`config.mk`:
```
export PLATFORM = sky130hd
export DESIGN_NAME = ltc2600_cmd_sequencer
export DESIGN_NICKNAME = d
export VERILOG_FILES = /design/src/rtl/ltc2600_cmd_sequencer.sv
export SDC_FILE = /design/constraint.sdc
export NUM_CORES = 1
export LEC_CHECK = 0
export ABC_AREA = 1
export BUFFER_PORTS_ARGS = -buffer_cell sky130_fd_sc_hd__buf_2
export CORE_MARGIN = 3
export CORE_UTILIZATION = 30
export CTS_CLUSTER_DIAMETER = 80
export DETAILED_ROUTE_END_ITERATION = 7
export GPL_TIMING_DRIVEN = 0
export SLEW_MARGIN = 5
export SYNTH_ARGS = -nofsm -noshare
export SYNTH_HDL_FRONTEND = slang
export SYNTH_SLANG_ARGS = --single-unit
```
`constraint.sdc`:
```
create_clock -name clk -period 2.5 [get_ports clk]
set_input_delay 0.375 -clock clk [delete_from_list [all_inputs] [get_ports clk]]
set_output_delay 0.375 -clock clk [all_outputs]
set_load 0.01 [all_outputs]
```
`src/rtl/ltc2600_cmd_sequencer.sv`:
```
// ltc2600_cmd_sequencer
// Queues LTC2600 DAC commands {command, address, data} and hands them to the
// serial write engine one at a time. Each command is issued with a one-clock
// send_new_cmd pulse. The sequencer then waits for write_complete and holds an
// idle (CSB-high) gap of GAP_CYCLES clocks before it issues the next one.
//
// Ports:
//   clk, rst                 clock; synchronous active-high reset
//   cmd_valid/cmd_ready      producer handshake (transfer when both high)
//   cmd_command/address/data command fields pushed into the FIFO
//   send_new_cmd             one-clock start pulse to the write engine
//   command/address/data     in-flight command, changes only on a pop
//   write_complete           write done from engine (rising edge, pulse or level)
//   busy                     FSM not idle or commands still queued
//   fifo_count               queued entries, not counting the in-flight one
//   overflow                 sticky: cmd_valid seen while FIFO full
//   timeout_err              sticky: write_complete never arrived
//   err_clr                  clears overflow/timeout_err (a set in the same cycle wins)
//
// Optional feature: define LTC2600_SEQ_TIMEOUT_EN to abandon a write after
// TIMEOUT_CYCLES clocks in WAIT. Without it WAIT is unbounded and timeout_err
// is tied low.
module ltc2600_cmd_sequencer #(
  parameter int DATA_WIDTH     = 16,
  parameter int FIFO_DEPTH     = 8,
  parameter int GAP_CYCLES     = 4,
  parameter int TIMEOUT_CYCLES = 4096
) (
  input  logic                          clk,
  input  logic                          rst,
  input  logic                          cmd_valid,
  output logic                          cmd_ready,
  input  logic [3:0]                    cmd_command,
  input  logic [3:0]                    cmd_address,
  input  logic [DATA_WIDTH-1:0]         cmd_data,
  output logic                          send_new_cmd,
  output logic [3:0]                    command,
  output logic [3:0]                    address,
  output logic [DATA_WIDTH-1:0]         data,
  input  logic                          write_complete,
  output logic                          busy,
  output logic [$clog2(FIFO_DEPTH):0]   fifo_count,
  output logic                          overflow,
  output logic                          timeout_err,
  input  logic                          err_clr
);

  localparam int AW = $clog2(FIFO_DEPTH);
  localparam int CW = AW + 1;
  localparam int EW = 8 + DATA_WIDTH;
  localparam int GW = $clog2(GAP_CYCLES + 1);

  typedef enum logic [1:0] {IDLE, ISSUE, WAIT, GAP} state_t;

  state_t          state_reg, state_next;
  logic [EW-1:0]   fifo_mem [FIFO_DEPTH];
  logic [AW-1:0]   wr_ptr_reg, rd_ptr_reg;
  logic [CW-1:0]   count_reg;
  logic [GW-1:0]   gap_cnt_reg;
  logic [3:0]      command_reg, address_reg;
  logic [DATA_WIDTH-1:0] data_reg;
  logic            wc_q_reg;
  logic            overflow_reg;
  logic            push, pop, done, to_hit;

  assign cmd_ready  = (count_reg != CW'(FIFO_DEPTH));
  assign push       = cmd_valid && cmd_ready;
  // The only pop happens in IDLE, so the FSM is the single FIFO reader.
  assign pop        = (state_reg == IDLE) && (count_reg != '0);
  // Edge detect: a level held high produces exactly one completion.
  assign done       = write_complete && !wc_q_reg;
  assign busy       = (state_reg != IDLE) || (count_reg != '0);
  assign fifo_count = count_reg;
  assign command    = command_reg;
  assign address    = address_reg;
  assign data       = data_reg;
  assign overflow   = overflow_reg;

  // Storage has no reset, which leaves it free to map onto block RAM.
  always_ff @(posedge clk) begin
    if (push) fifo_mem[wr_ptr_reg] <= {cmd_command, cmd_address, cmd_data};
  end

  always_ff @(posedge clk) begin
    if (rst) begin
      wr_ptr_reg   <= '0;
      rd_ptr_reg   <= '0;
      count_reg    <= '0;
      command_reg  <= '0;
      address_reg  <= '0;
      data_reg     <= '0;
      wc_q_reg     <= 1'b0;
      overflow_reg <= 1'b0;
    end else begin
      wc_q_reg <= write_complete;
      // Power-of-two depth: pointers wrap by natural overflow.
      if (push) wr_ptr_reg <= wr_ptr_reg + AW'(1);
      if (pop) begin
        rd_ptr_reg <= rd_ptr_reg + AW'(1);
        {command_reg, address_reg, data_reg} <= fifo_mem[rd_ptr_reg];
      end
      case ({push, pop})
        2'b10:   count_reg <= count_reg + CW'(1);
        2'b01:   count_reg <= count_reg - CW'(1);
        default: count_reg <= count_reg;
      endcase
      if (cmd_valid && !cmd_ready) overflow_reg <= 1'b1;
      else if (err_clr)            overflow_reg <= 1'b0;
    end
  end

`ifdef LTC2600_SEQ_TIMEOUT_EN
  localparam int TW = $clog2(TIMEOUT_CYCLES + 1);
  logic [TW-1:0] to_cnt_reg;
  logic          timeout_err_reg;

  // The counter sits at 0 outside WAIT, so it reads 0 in the first WAIT clock.
  // WAIT therefore lasts exactly TIMEOUT_CYCLES clocks before giving up.
  assign to_hit      = (to_cnt_reg == TW'(TIMEOUT_CYCLES - 1));
  assign timeout_err = timeout_err_reg;

  always_ff @(posedge clk) begin
    if (rst) begin
      to_cnt_reg      <= '0;
      timeout_err_reg <= 1'b0;
    end else begin
      if (state_reg == WAIT) to_cnt_reg <= to_cnt_reg + TW'(1);
      else                   to_cnt_reg <= '0;
      if (state_reg == WAIT && !done && to_hit) timeout_err_reg <= 1'b1;
      else if (err_clr)                         timeout_err_reg <= 1'b0;
    end
  end
`else
  assign to_hit      = 1'b0;
  assign timeout_err = 1'b0;
`endif

  always_ff @(posedge clk) begin
    if (rst) begin
      state_reg   <= IDLE;
      gap_cnt_reg <= '0;
    end else begin
      state_reg <= state_next;
      if (state_reg == GAP) gap_cnt_reg <= gap_cnt_reg + GW'(1);
      else                  gap_cnt_reg <= '0;
    end
  end

  always_comb begin
    state_next   = state_reg;
    send_new_cmd = 1'b0;
    case (state_reg)
      IDLE:  if (count_reg != '0) state_next = ISSUE;
      ISSUE: begin
        send_new_cmd = 1'b1;
        state_next   = WAIT;
      end
      WAIT:  if (done || to_hit) state_next = GAP;
      GAP:   if (gap_cnt_reg == GW'(GAP_CYCLES - 1)) state_next = IDLE;
      default: state_next = IDLE;
    endcase
  end

endmodule

```
### After elaboration in Yosys (flattened, before gate mapping)

Memory sizes are Yosys's and may differ from the RTL's. A register that Yosys moved wholly into a read port is not among the register bits.
Cells that the tools add are included.

| word-level totals | value |
|---|---|
| bits in registers | 17 |
| bits in writable memories | 192 |
| input bits | 29 |
| output and inout port bits | 33 |
| memories kept | 1 |

| cells by class | value |
|---|---|
| add/subtract/negate cells | 5 |
| equality and inequality tests | 10 |
| multiplexer cells | 10 |
| bitwise logic cells | 1 |
| reduce and logical (&&, ||, !) cells | 14 |

Memories:

| memory | words | width | read ports | clocked after Yosys merged registers in | write ports | RTL line | RTL |
|---|---|---|---|---|---|---|---|
| fifo_mem | 8 | 24 | 1 | 1 | 1 | 56 | `logic [EW-1:0] fifo_mem [FIFO_DEPTH];` |

Operators with widths:

| kind | number |
|---|---|
| adder 3 x 1 -> 3 bit, second input constant | 3 |
| case mux 2 bit (4 select lines) | 1 |
| case mux 4 bit (2 select lines) | 1 |
| equality test 2 bit, second input constant | 3 |
| 2-to-1 mux 2 bit | 3 |
| nonzero test 2 bit | 3 |
| 2-to-1 mux 1 bit | 5 |
| adder 4 x 1 -> 4 bit, second input constant | 1 |
| equality test 2 x 1 -> 1 bit, second input constant | 2 |
| logical AND 1 bit | 4 |
| inequality test 2 x 1 -> 1 bit, second input constant | 2 |
| inequality test 4 bit, second input constant | 1 |
| nonzero test 4 bit | 1 |
| subtractor 4 x 1 -> 4 bit, second input constant | 1 |
| equality test 3 x 2 -> 1 bit, second input constant | 1 |
| AND reduction 3 bit | 1 |
| zero test 1 bit | 2 |
| zero test 2 bit | 1 |
| inequality test 2 bit, second input constant | 1 |
| OR reduction 2 bit | 1 |
| logical OR 1 bit | 1 |
| inverter 1 bit | 1 |

### Logic depth before layout (Yosys ltp)

| logic depth | value |
|---|---|
| depth after elaboration | 4 |
| depth in mapped cells | 15 |
| depth with buffers taken out | 14 |

### Worst setup path after synthesis

No wires, ideal clock.

| timing path | value |
|---|---|
| path kind | register -> register |
| start | reg count_reg[0], in the netlist fifo_count[0] |
| end | mem fifo_mem[1][0] (netlist bit) (enable) |
| data arrival time | 2.081 ns |
| setup slack | 0.015 ns |
| stages on the path, launching flop included | 7 |
| buffers on the path | 0 |
| period minus slack after synthesis | 2.485 ns |
| cell sequence | dfxtp_1 > nor2_4 > nand3_1 > nand2_1 > nor2_1 > inv_1 > nor2_1 |

| on the way | value |
|---|---|
| cells in the longest elaborated chain, start to end | 4 |

RTL lines:

| element | RTL line | RTL |
|---|---|---|
| start, declared | 58 | `logic [CW-1:0] count_reg;` |
| start signal, assigned | 103 | `2'b10: count_reg <= count_reg + CW'(1);` |
| start signal, assigned | 104 | `2'b01: count_reg <= count_reg - CW'(1);` |
| start signal, assigned | 105 | `default: count_reg <= count_reg;` |
| inequality test 4 bit | 66 | `assign cmd_ready = (count_reg != CW'(FIFO_DEPTH));` |
| via cmd_ready | 32 | `output logic cmd_ready,` |
| logical AND 1 bit | 67 | `assign push = cmd_valid && cmd_ready;` |
| 2-to-1 mux 1 bit | 81 | `if (push) fifo_mem[wr_ptr_reg] <= {cmd_command, cmd_address, cmd_data};` |
| 2-to-1 mux 1 bit (implied by the code) | 81 |  |
| end, declared | 56 |  |

The timed path passes the listed nets, and every way through them passes these cells.

### Final worst setup path

| timing path | value |
|---|---|
| start | reg count_reg[2], in the netlist fifo_count[2] |
| end | mem fifo_mem[1][12] (netlist bit) (enable) |

| on the way | value |
|---|---|
| cells in the longest elaborated chain, start to end | 4 |

RTL lines:

| element | RTL line |
|---|---|
| inequality test 4 bit | 66 |
| logical AND 1 bit | 67 |
| 2-to-1 mux 1 bit | 81 |
| 2-to-1 mux 1 bit (implied by the code) | 81 |

Every way passes these cells.

==> run summary <==
max reg flops: 192
Slew headroom: 38.7%
worst flop-to-flop path endpoint: fifo_mem[1][12]$_DFFE_PP_
Crit path arrival time: 2.43 ns
Core Rows: 64
R2R depth: 6
die area: 0.0333 mm^2
Max Cap Viol: 0
VDD IR max: 0.580 mV
gpl congestion: 0.773
layout cells sized above 1: 15.5%
CP startpoint kind: register
Crit Path Class: register to register
leading cell types in the layout, fill and taps excluded: 192 x edfxtp_1, 119 x nor2_1, 88 x nand2_1
detail-routed via count per cell: 4.67
initial drt markers: 472
I/O Pins: 62
register area share after synthesis: 70.4%
vias in the first global route: 6,067
largest net degree at the start of global routing: 25
port bufs: 59
hold path cells: 3
fin crit period: 2.31 ns
worst reg-to-reg setup slack: 0.19 ns
first-pass GRT wire length: 34,600 um
post-DP HPWL: 14,200 um
crit path to: fifo_mem[1][12]$_DFFE_PP_
Worst Skew: 0.0112 ns
hold slack: 0.0854 ns
via count: 6,078
CP Capture Type: register
FF+latch count, synth: 233
DR WL/cell: 17.4 um
Gate Count Post-Synth: 804
final setup vio count: 0
buffer depth of the longest clock path: 3
Least-Margin Pin Slew: 0.918 ns
Final WS setup: 0.195 ns
Final Hold Fails: 0
CTS tree: done
Synth Warn #: 0
Final Cycle Share: 92.2%
pwr dens: 1030 mW/mm^2
critical path, cell by cell: inv_1 > nand3_1 > nand2_1 > nor2_1 > inv_1 > nor2_4
Netlist Area Pre-Place: 0.00936 mm^2
Worst path slowest cell: nor2_4
WL met3: 1580 um
Die Ht: 183 um
crit path from: fifo_count[2]$_SDFFE_PP0P_
Routed WL: 22,600 um
clk root buf: clkbuf_16
die width: 183 um
Critical Path RT: 2.63 ns
Hold Crit Class: primary input to register
Tot Pwr: 0.0112 W
drt first pass iters: 5
Initial Utilization: 30.5%
FMAX: 0.434 GHz
all-layer global routing usage: 13.4%
Max FO, Critical Path: 24
Avg Synthesized Cell Area: 11.6 um^2
final net count: 929
most common cell after layout, fill and taps aside: edfxtp_1
fraction of registers with async set/reset: 0%
Lkg Pwr: 4.05 nW
Yosys cell types: 29
core area: 0.0307 mm^2
clock sinks: 233
clk slew on worst S/H paths: 0.06 ns
drt drc: 0
Antenna Diode Count: 0
total CTS buffers: 23
ANT nets after route: 0
final slew viol count: 0
Sum Neg Setup Slack: 0 ns
initial antenna violation count: 1
CP max stage delay: 0.74 ns
Post-synth EDFFs: 192
highest metal used: met5
routed metal-1 wire length: 9580 um
Post-Synthesis Net Count: 845
H-tree Lvls: 1
RSZ-0062 raised after global routing: no
clk_lat worst skew: 0.51 ns
most used cell along the critical path: inv_1
status: complete, no violations
Synth Flop Type: edfxtp_1
metal2 WL: 10,900 um
Worst Hold Launch: write_complete
P&R area growth vs syn: 17.0%
Congestion Overflow GR: 0
reg-to-reg critical path startpoint: fifo_count[2]$_SDFFE_PP0P_
pre-CTS setup slack: 0.143 ns
[synthesized netlist by cell type, types with 2 or more instances]
library cell	count	area share, %
nand3_1	53	2.8
ha_1	12	1.6
nor3_1	2	0.11
nand4_1	2	0.13
edfxtp_1	192	62
o211ai_1	45	3.6
clkbuf_2	5	0.27
a21oi_1	32	1.7
dfxtp_1	41	8.8
o21ai_0	70	3.7
inv_1	66	2.6
buf_6	7	0.84
nand2_1	88	3.5
xnor2_1	2	0.19
clkbuf_1	8	0.32
inv_2	3	0.12
nor2_1	127	5.1
o21ai_1	15	0.80
buf_4	2	0.16
buf_2	23	1.2
[timing repair]
item,CTS,global route
hold buffers,0,0
setup buffers,0,0
setup endpoints to repair,0,1
resized for setup,0,2
hold endpoints to repair,0,0
[how the worst min path moves through the flow]
stage          slack (ns)                        end
6_report             0.09        wc_q_reg$_SDFF_PP0_
5_1_grt              0.08        wc_q_reg$_SDFF_PP0_
4_1_cts              0.07        wc_q_reg$_SDFF_PP0_
3_5_place_dp         0.41  gap_cnt_reg[0]$_SDFF_PP0_
3_3_place_gp         0.41  gap_cnt_reg[0]$_SDFF_PP0_
2_1_floorplan        0.40  gap_cnt_reg[0]$_SDFF_PP0_
[final cells by class]
type | instances | area [um^2]
Buffer | 45 | 263
Clock buffer | 35 | 621
Clock inverter | 7 | 90.1
Fill cell | 2973 | 19700
Inverter | 70 | 265
Multi-Input combinational cell | 455 | 2300
Sequential cell | 233 | 6590
Tap cell | 396 | 495
Timing Repair Buffer | 60 | 323
[report_power, final]
part | switching (W) | leakage [nW] | internal (W)
sequential | 0.000162 | 2.08 | 0.00457
clock | 0.00138 | 0.340 | 0.00192
combinational | 0.00215 | 1.63 | 0.00107
[through the flow]
step	std cells	cell area, um^2	util (%)
after detailed placement	1260	10200	33.4
final	1301	10900	35.7
after CTS	1302	10900	35.7
after global placement	1259	10100	33.1
after global routing	1301	10900	35.7
after floorplan	804	9360	-
[worst max-delay path, delay by kind of cell (launching register included)]
kind	cells	cell delay (ns)
DFF	1	0.38
buffers and inverters	2	0.31
and+or+nand+nor	4	1.22
[metal layers]
layer | GRT usage (%) | up-vias
met5 | 0 | -
met4 | 4.33 | 2
met3 | 2.29 | 44
met2 | 23.0 | 189
met1 | 17.4 | 2883
li1 | - | 2960
[logic make-up (layout without fill, tap and decap cells)]
kind of cell	count (synthesis)	in the layout	share of synthesized area, %
flops	233	233	70.4
simple gates	277	277	12.1
fa+ha+maj	12	12	1.60
compound gates	162	162	9.87
buf+inv	116	217	5.67
other cells	1	1	0.0401
xor+xnor	3	3	0.281
Note: power is estimated with default switching activity, not from simulation.
